--- src/rtl/top_memory.sv ---
// Memory stage: drives the data bus for loads/stores through an IDLE/BUSY handshake
// and latches the memory->writeback pipeline registers.
module top_memory #(
  parameter int XLEN          = 32,
  parameter int OPLEN         = 10,
  parameter int USE_LOAD_BIT  = 0,
  parameter int USE_STORE_BIT = 1,
  parameter int FUNCT3_BIT_L  = 2,
  parameter int FUNCT3_BIT_M  = 4
) (
  input  logic             clk,
  input  logic             rst_n,
  input  logic             phase_memory,
  input  logic [OPLEN-1:0] decoded_op_em,
  input  logic [XLEN-1:0]  rs2data_em,
  input  logic             jump_state_em,
  input  logic [4:0]       rdsel_em,
  input  logic [XLEN-1:0]  next_pc_em,
  input  logic [XLEN-1:0]  alu_out_em,
  output logic             dmem_req,
  output logic             dmem_we,
  output logic [XLEN-1:0]  dmem_addr,
  output logic [3:0]       dmem_be,
  output logic [XLEN-1:0]  dmem_wdata,
  input  logic             dmem_ack,
  input  logic [XLEN-1:0]  dmem_rdata,
  output logic [OPLEN-1:0] decoded_op_mw,
  output logic [4:0]       rdsel_mw,
  output logic [XLEN-1:0]  rddata_mw,
  output logic [XLEN-1:0]  next_pc_mw,
  output logic             jump_state_mw,
  output logic             misalign_mw,
  output logic             stall_memory
);

  typedef enum logic [0:0] {S_IDLE = 1'b0, S_BUSY = 1'b1} state_t;

  state_t           r_state;
  logic [OPLEN-1:0] r_op;
  logic [4:0]       r_rdsel;
  logic [XLEN-1:0]  r_rddata;
  logic [XLEN-1:0]  r_next_pc;
  logic             r_jump;
  logic             r_misalign;

  logic             w_load;
  logic             w_store;
  logic             w_memop;
  logic [2:0]       w_funct3;
  logic             w_mis_raw;
  logic             w_misaligned;
  logic             w_busy;
  logic             w_start;
  logic             w_stall;
  logic             w_update;
  logic [3:0]       w_be;
  logic [XLEN-1:0]  w_wdata;
  logic [XLEN-1:0]  w_shifted;
  logic [XLEN-1:0]  w_load_data;

  assign w_load       = decoded_op_em[USE_LOAD_BIT];
  assign w_store      = decoded_op_em[USE_STORE_BIT];
  assign w_memop      = w_load | w_store;
  assign w_funct3     = decoded_op_em[FUNCT3_BIT_M:FUNCT3_BIT_L];
  assign w_misaligned = w_memop & w_mis_raw;
  assign w_busy       = (r_state == S_BUSY);
  assign w_start      = phase_memory & w_memop & ~w_misaligned;
  assign w_stall      = w_start & ~(w_busy & dmem_ack);
  assign w_update     = phase_memory & ~w_stall;
  assign w_shifted    = dmem_rdata >> {alu_out_em[1:0], 3'b000};

  // Alignment check by access size (funct3[1:0]: byte/half/word)
  always_comb begin
    w_mis_raw = 1'b0;
    case (w_funct3[1:0])
      2'b00:   w_mis_raw = 1'b0;
      2'b01:   w_mis_raw = alu_out_em[0];
      2'b10:   w_mis_raw = (alu_out_em[1:0] != 2'b00);
      default: w_mis_raw = 1'b0;
    endcase
  end

  // Store byte enables and lane-replicated write data; loads present no enables
  always_comb begin
    w_be    = 4'b0000;
    w_wdata = rs2data_em;
    case (w_funct3[1:0])
      2'b00:   w_wdata = {(XLEN/8){rs2data_em[7:0]}};
      2'b01:   w_wdata = {(XLEN/16){rs2data_em[15:0]}};
      default: w_wdata = rs2data_em;
    endcase
    if (w_busy && w_store) begin
      case (w_funct3[1:0])
        2'b00:   w_be = 4'b0001 << alu_out_em[1:0];
        2'b01:   w_be = 4'b0011 << alu_out_em[1:0];
        default: w_be = 4'b1111;
      endcase
    end else begin
      w_be = 4'b0000;
    end
  end

  // Load lane extraction with sign/zero extension
  always_comb begin
    w_load_data = dmem_rdata;
    case (w_funct3)
      3'b000:  w_load_data = {{(XLEN-8){w_shifted[7]}}, w_shifted[7:0]};
      3'b001:  w_load_data = {{(XLEN-16){w_shifted[15]}}, w_shifted[15:0]};
      3'b100:  w_load_data = {{(XLEN-8){1'b0}}, w_shifted[7:0]};
      3'b101:  w_load_data = {{(XLEN-16){1'b0}}, w_shifted[15:0]};
      default: w_load_data = dmem_rdata;
    endcase
  end

  // Bus handshake FSM; reset abandons any in-flight access
  always_ff @(posedge clk or negedge rst_n) begin
    if (!rst_n) begin
      r_state <= S_IDLE;
    end else begin
      case (r_state)
        S_IDLE:  r_state <= w_start ? S_BUSY : S_IDLE;
        S_BUSY:  r_state <= dmem_ack ? S_IDLE : S_BUSY;
        default: r_state <= S_IDLE;
      endcase
    end
  end

  // Memory->writeback pipeline registers, advanced only when the stage completes
  always_ff @(posedge clk or negedge rst_n) begin
    if (!rst_n) begin
      r_op       <= '0;
      r_rdsel    <= 5'd0;
      r_rddata   <= '0;
      r_next_pc  <= '0;
      r_jump     <= 1'b0;
      r_misalign <= 1'b0;
    end else if (w_update) begin
      r_op       <= decoded_op_em;
      r_rdsel    <= rdsel_em;
      r_rddata   <= (w_load && !w_misaligned) ? w_load_data : alu_out_em;
      r_next_pc  <= next_pc_em;
      r_jump     <= jump_state_em;
      r_misalign <= w_misaligned;
    end
  end

  assign dmem_req      = w_busy;
  assign dmem_we       = w_busy & w_store;
  assign dmem_addr     = {alu_out_em[XLEN-1:2], 2'b00};
  assign dmem_be       = w_be;
  assign dmem_wdata    = w_wdata;
  assign stall_memory  = w_stall;
  assign decoded_op_mw = r_op;
  assign rdsel_mw      = r_rdsel;
  assign rddata_mw     = r_rddata;
  assign next_pc_mw    = r_next_pc;
  assign jump_state_mw = r_jump;
  assign misalign_mw   = r_misalign;

endmodule

--- config.mk ---
export PLATFORM = sky130hd
export DESIGN_NAME = top_memory
export DESIGN_NICKNAME = d
export VERILOG_FILES = /design/src/rtl/top_memory.sv
export SDC_FILE = /design/constraint.sdc
export NUM_CORES = 1
export LEC_CHECK = 0
export CAP_MARGIN = 20
export CORE_ASPECT_RATIO = 0.9
export CORE_MARGIN = 3
export CORE_UTILIZATION = 34
export CTS_CLUSTER_DIAMETER = 40
export DETAILED_ROUTE_END_ITERATION = 10
export GPL_TIMING_DRIVEN = 0
export HOLD_SLACK_MARGIN = 0.02
export PLACE_DENSITY = 0.86
export SYNTH_ARGS = -nofsm -noshare
export SYNTH_HDL_FRONTEND = slang
export SYNTH_SLANG_ARGS = --single-unit
export TNS_END_PERCENT = 50
--- constraint.sdc ---
create_clock -name clk -period 2.7 [get_ports clk]
set_input_delay 0.54 -clock clk [delete_from_list [all_inputs] [get_ports clk]]
set_output_delay 0.54 -clock clk [all_outputs]
set_load 0.005 [all_outputs]
* Word level (Yosys, flattened, before mapping)
Cells that the tools add are included.
** Operators by class
- Shift operators :: 3
- Reductions and logical operators :: 6
- Multiplexer cells :: 9
- Bitwise operators :: 12
- Equal/unequal tests :: 5
** Operators with widths (count)
- case mux 32 bit (4 select lines) :: 1
- case mux 32 bit (2 select lines) :: 1
- 2-to-1 mux 32 bit :: 1
- right shift 32 x 5 -> 16 bit :: 1
- case mux 4 bit (2 select lines) :: 1
- bitwise AND 1 bit :: 7
- equality test 3 bit (second input constant) :: 2
- 2-to-1 mux 4 bit :: 1
- inverter 1 bit :: 4
- case mux 1 bit (2 select lines) :: 2
- left shift 1 x 2 -> 4 bit (first input constant) :: 1
- left shift 2 x 2 -> 4 bit (first input constant) :: 1
- equality test 3 x 1 -> 1 bit (second input constant) :: 1
- zero test 3 bit :: 1
- equality test 2 x 1 -> 1 bit (second input constant) :: 1
- equality test 2 bit (second input constant) :: 1
- logical AND 1 bit :: 2
- zero test 2 bit :: 1
- 2-to-1 mux 1 bit :: 2
- nonzero test 2 bit :: 1
- zero test 1 bit :: 1
- OR 1 bit :: 1
** Storage, ports and cells
- Register bits :: 82
- Output and inout port bits :: 152
- Input port bits :: 148

* Longest topological paths before layout
- Word-level depth :: 8
- Depth in mapped cells :: 10
- Gate-level depth less buffers :: 7

* Worst setup path before layout
Ideal clock, no wire load.
- Path type :: input -> output
- Start :: input port decoded_op_em[3]
- End :: output port dmem_be[2]
- Cell stages on the path :: 8
- Arrival :: 2.112 ns
- Data required time :: 2.160 ns
- Slack :: 0.048 ns
- Path through :: clkbuf_1 -> inv_1 -> ha_1 -> clkbuf_1 -> nor2_2 -> clkbuf_1 -> nor3_1 -> nor2_1
** Between the ends
- Longest elaborated chain between the ends :: 3
- Elaborated cells between the ends (all ways) :: 4
- Those cells by class :: 1 x eq/ne; 2 x mux; 1 x reduce/logical
** RTL lines
- start, declared :: RTL line 14 : input logic [OPLEN-1:0] decoded_op_em,
- equality test 2 x 1 -> 1 bit or zero test 2 bit (tied branches) :: RTL line 93 : case (w_funct3[1:0])
- case mux 4 bit (2 select lines) (*) :: RTL line 93
- 2-to-1 mux 4 bit (*) :: RTL line 92 : if (w_busy && w_store) begin
- end, declared :: RTL line 23 : output logic [3:0] dmem_be,
Mark *: on every way between the ends. The rest lies on a longest branch, timed or not.

* Worst setup path after layout
Same ends and word-level chain as after synthesis.

==> impl_metrics.py <==
metrics = {
    "status": {
        "outcome": "completed",
    },
    "global_route": {
        "grt_pass1_wl_um": 27620,
        "grtUsageTotal": 0.2344,
        "antenna_found_initial": 3,
        "grt_pass1_vias": 4933,
        "grt_max_degree": 58,
        "grt_overflow": 0,
    },
    "synth": {
        "syn-instance-count": 477,
        "yosysUniqueCellTypes": 42,
        "synthFlopType": "dfrtp_1",
        "synth_seq_cells": 82,
        "synth_edf_count": 0,
        "netlist_area_mm2": 0.004711,
        "syn_avg_cell_area_um2": 9.876,
        "yosysSeqAreaShare": 0.4356,
        "yosysWarnings": 0,
        "async_flop_share": 1.000,
    },
    "clock_tree": {
        "hold_buffers": 0,
        "clock-sinks": 82,
        "h-tree-depth": 3,
        "cts_tree": "done",
        "clk_pin_slew_ps": 70,
        "clock-root-buffer": "clkbuf_16",
        "clk-insertion-delay-late_ps": 340,
        "cts_buffers": 9,
        "cts_max_path_buffers": 2,
    },
    "layout": {
        "multiInputGateArea_mm2": 0.002231,
        "final_common_cell": "clkdlybuf4s50_1",
        "regArea_mm2": 0.002052,
        "finish.instance_area_mm2": 0.008462,
        "area_growth_pct": 79.63,
        "drive_above_1_share": 0.2373,
        "layout_common_cells": "clkdlybuf4s50_1 (272), nand2_1 (94), dfrtp_1 (82)",
        "num-fill-cells": 1104,
        "final_nets": 952,
    },
    "place": {
        "place_ws_ps": -1799,
        "routabilityCongestion": 0.8973,
        "port_buffers": 296,
        "hpwl_um": 14570,
        "placed_cell_area_mm2": 0.007913,
    },
    "worst_hold_path": {
        "hp-class": "in2async",
    },
    "floorplanning": {
        "die_x_um": 130.1,
        "initial_core_util": 0.3499,
        "core_area_mm2": 0.01346,
        "die_h_um": 117.7,
        "dieArea_mm2": 0.01531,
        "ios": 300,
        "row_count": 40,
    },
    "sta": {
        "post-route-min-period_ps": 2695,
        "timing.final.crit_share": 0.9982,
        "worst_slew_pin_slew_ps": 539.9,
        "rsz0062_at_grt": "true",
        "setup-tns-final_ps": 0,
        "setup_viol": 0,
        "max_freq_ghz": 0.3710,
        "slew_headroom": 0.6401,
        "finClkSkew_ps": 6.246,
        "final_max_slew_viol_count": 0,
        "finalHoldViolCount": 0,
        "fin_ws_ps": 4.753,
    },
    "routing": {
        "via_per_inst": 4.927,
        "routed_wl_um": 18320,
        "vias": 4804,
        "drt_iter0_markers": 226,
        "drc_errors": 0,
        "wl_per_cell_um": 18.79,
        "detail-route-antenna-nets": 0,
        "drtPass1Iterations": 4,
    },
    "critical_path": {
        "path_delay_family": "buffers and inverters",
        "crit_buf_inv": 7,
        "start_kind": "input port",
        "path_class": "in2out",
        "worstPathMaxFanout": 9,
        "crit_chain": "clkdlybuf4s15_2 -> clkbuf_8 -> clkinvlp_4 -> ha_2 -> buf_8 -> nor2_4 -> clkbuf_8 -> buf_4 -> nor3_2 -> nor2_1 -> dlygate4sd2_1",
        "slowest_stage": "dlygate4sd2_1",
        "worst_ep_required_time_ps": 2160,
        "critPathArrivalTime_ps": 2160,
        "max_stage_delay_ps": 280,
        "crit_path_end_kind": "primary output",
        "crit_path_frequent_cell": "clkbuf_8",
    },
    "power_and_ir_drop": {
        "powerDensity_mw_per_mm2": 525.1,
        "vdd_ir_drop_max_uv": 422.5,
        "power.leakage_nw": 3.657,
    },
    "job": {
        "drv_cap": 0,
    },
}
==> synth_stat cells, types with 3 or more instances <==
cell	number	area, um^2
a221oi_1	6	52.55
a21boi_0	4	30.03
o22ai_2	10	125.1
mux2i_1	3	30.03
ha_1	4	50.05
o21ai_0	20	100.1
o31ai_1	14	105.1
mux2_2	59	664.4
nand2_1	94	352.8
nor2_1	23	86.33
nand3_1	6	30.03
o21ai_1	12	60.06
a22o_1	12	105.1
a22oi_1	16	120.1
buf_2	9	45.04
o22ai_1	7	43.79
clkbuf_1	15	56.30
a21oi_1	7	35.03
dfrtp_1	82	2052
inv_1	5	18.77
buf_4	45	337.8
==> state kept, by name, indices dropped and copies added, names as in the netlist <==
register	flops
next_pc_mw	32
rddata_mw	32
decoded_op_mw	10
rdsel_mw	5
dmem_req	1
jump_state_mw	1
misalign_mw	1
==> area by class of cell <==
type	count	share of cell area
timing repair buffer	312	0.3623
multi-input combinational	319	0.2636
sequential	82	0.2425
buffer	71	0.06417
clock buffer	9	0.02662
tap	168	0.02484
clock inverter	7	0.01272
inverter	5	0.002662
antenna	2	0.0005915
==> power breakdown <==
group / internal [mW] / switching (mW)
combinational: 0.948 / 0.566
sequential: 1.43 / 0.109
clock: 0.830 / 0.556
==> repair_timing <==
action,4_1_cts,5_1_grt
setup endpoints to repair,110,14
gates resized for setup,68,14
gates cloned,1,0
pin swaps,2,1
setup buffers,13,1
hold endpoints to repair,0,0
==> layer usage <==
layer	part of all wire	GRT usage	wire length, um	up-vias
li1	-	-	-	2297
met1	0.41	0.2964	7573	2290
met2	0.50	0.3965	9152	187
met3	0.068	0.05626	1248	28
met4	0.018	0.06429	333	2
met5	0.00071	0	13	-
==> stage by stage <==
| step | hold slack [ps] | total power [mW] | util | instances |
|---|---|---|---|---|
| floorplan | 244.4 | 2.077 | - | 478 |
| detailed placement | 465.3 | 3.055 | 0.5877 | 943 |
| finish | 114.2 | 4.443 | 0.6285 | 975 |
| CTS | 112.7 | 4.493 | 0.6275 | 972 |
| global route | 125.2 | 4.670 | 0.6285 | 975 |
| global placement | 461.1 | 3.018 | 0.5859 | 942 |
==> cell families after synthesis <==
| family | synth area share |
|---|---|
| DFF | 0.4356 |
| muxes | 0.1522 |
| other | 0.0007960 |
| adders and majority gates | 0.01062 |
| and+or+nand+nor | 0.1145 |
| AOI/OAI and AO/OA | 0.1835 |
| buffers and inverters | 0.1028 |
==> worst reg2reg max path: stages (launching register included) <==
cell,delay [ps]
dfrtp_1,400
nand2_1,90
o211ai_1,190
o21ai_4,350
clkbuf_1,470
a22oi_1,180
o31ai_1,100
==> path summary, 6_finish.rpt <==
kind / cells past startpoint / from / to / slack [ps]
worst min-delay path: 1 / rst_n / rddata_mw[22] / 110
max in group asynchronous: 2 / rst_n / next_pc_mw[1] / 1970
min in group clk: 2 / rddata_mw[1] / rddata_mw[1] / 480
worst min register to register: 2 / rddata_mw[1] / rddata_mw[1] / 480
worst max-delay path: 11 / decoded_op_em[3] / dmem_be[2] / 5
worst max register to register: 6 / dmem_req / rddata_mw[8] / 830
No activity file was read; power rests on OpenSTA's default activity.
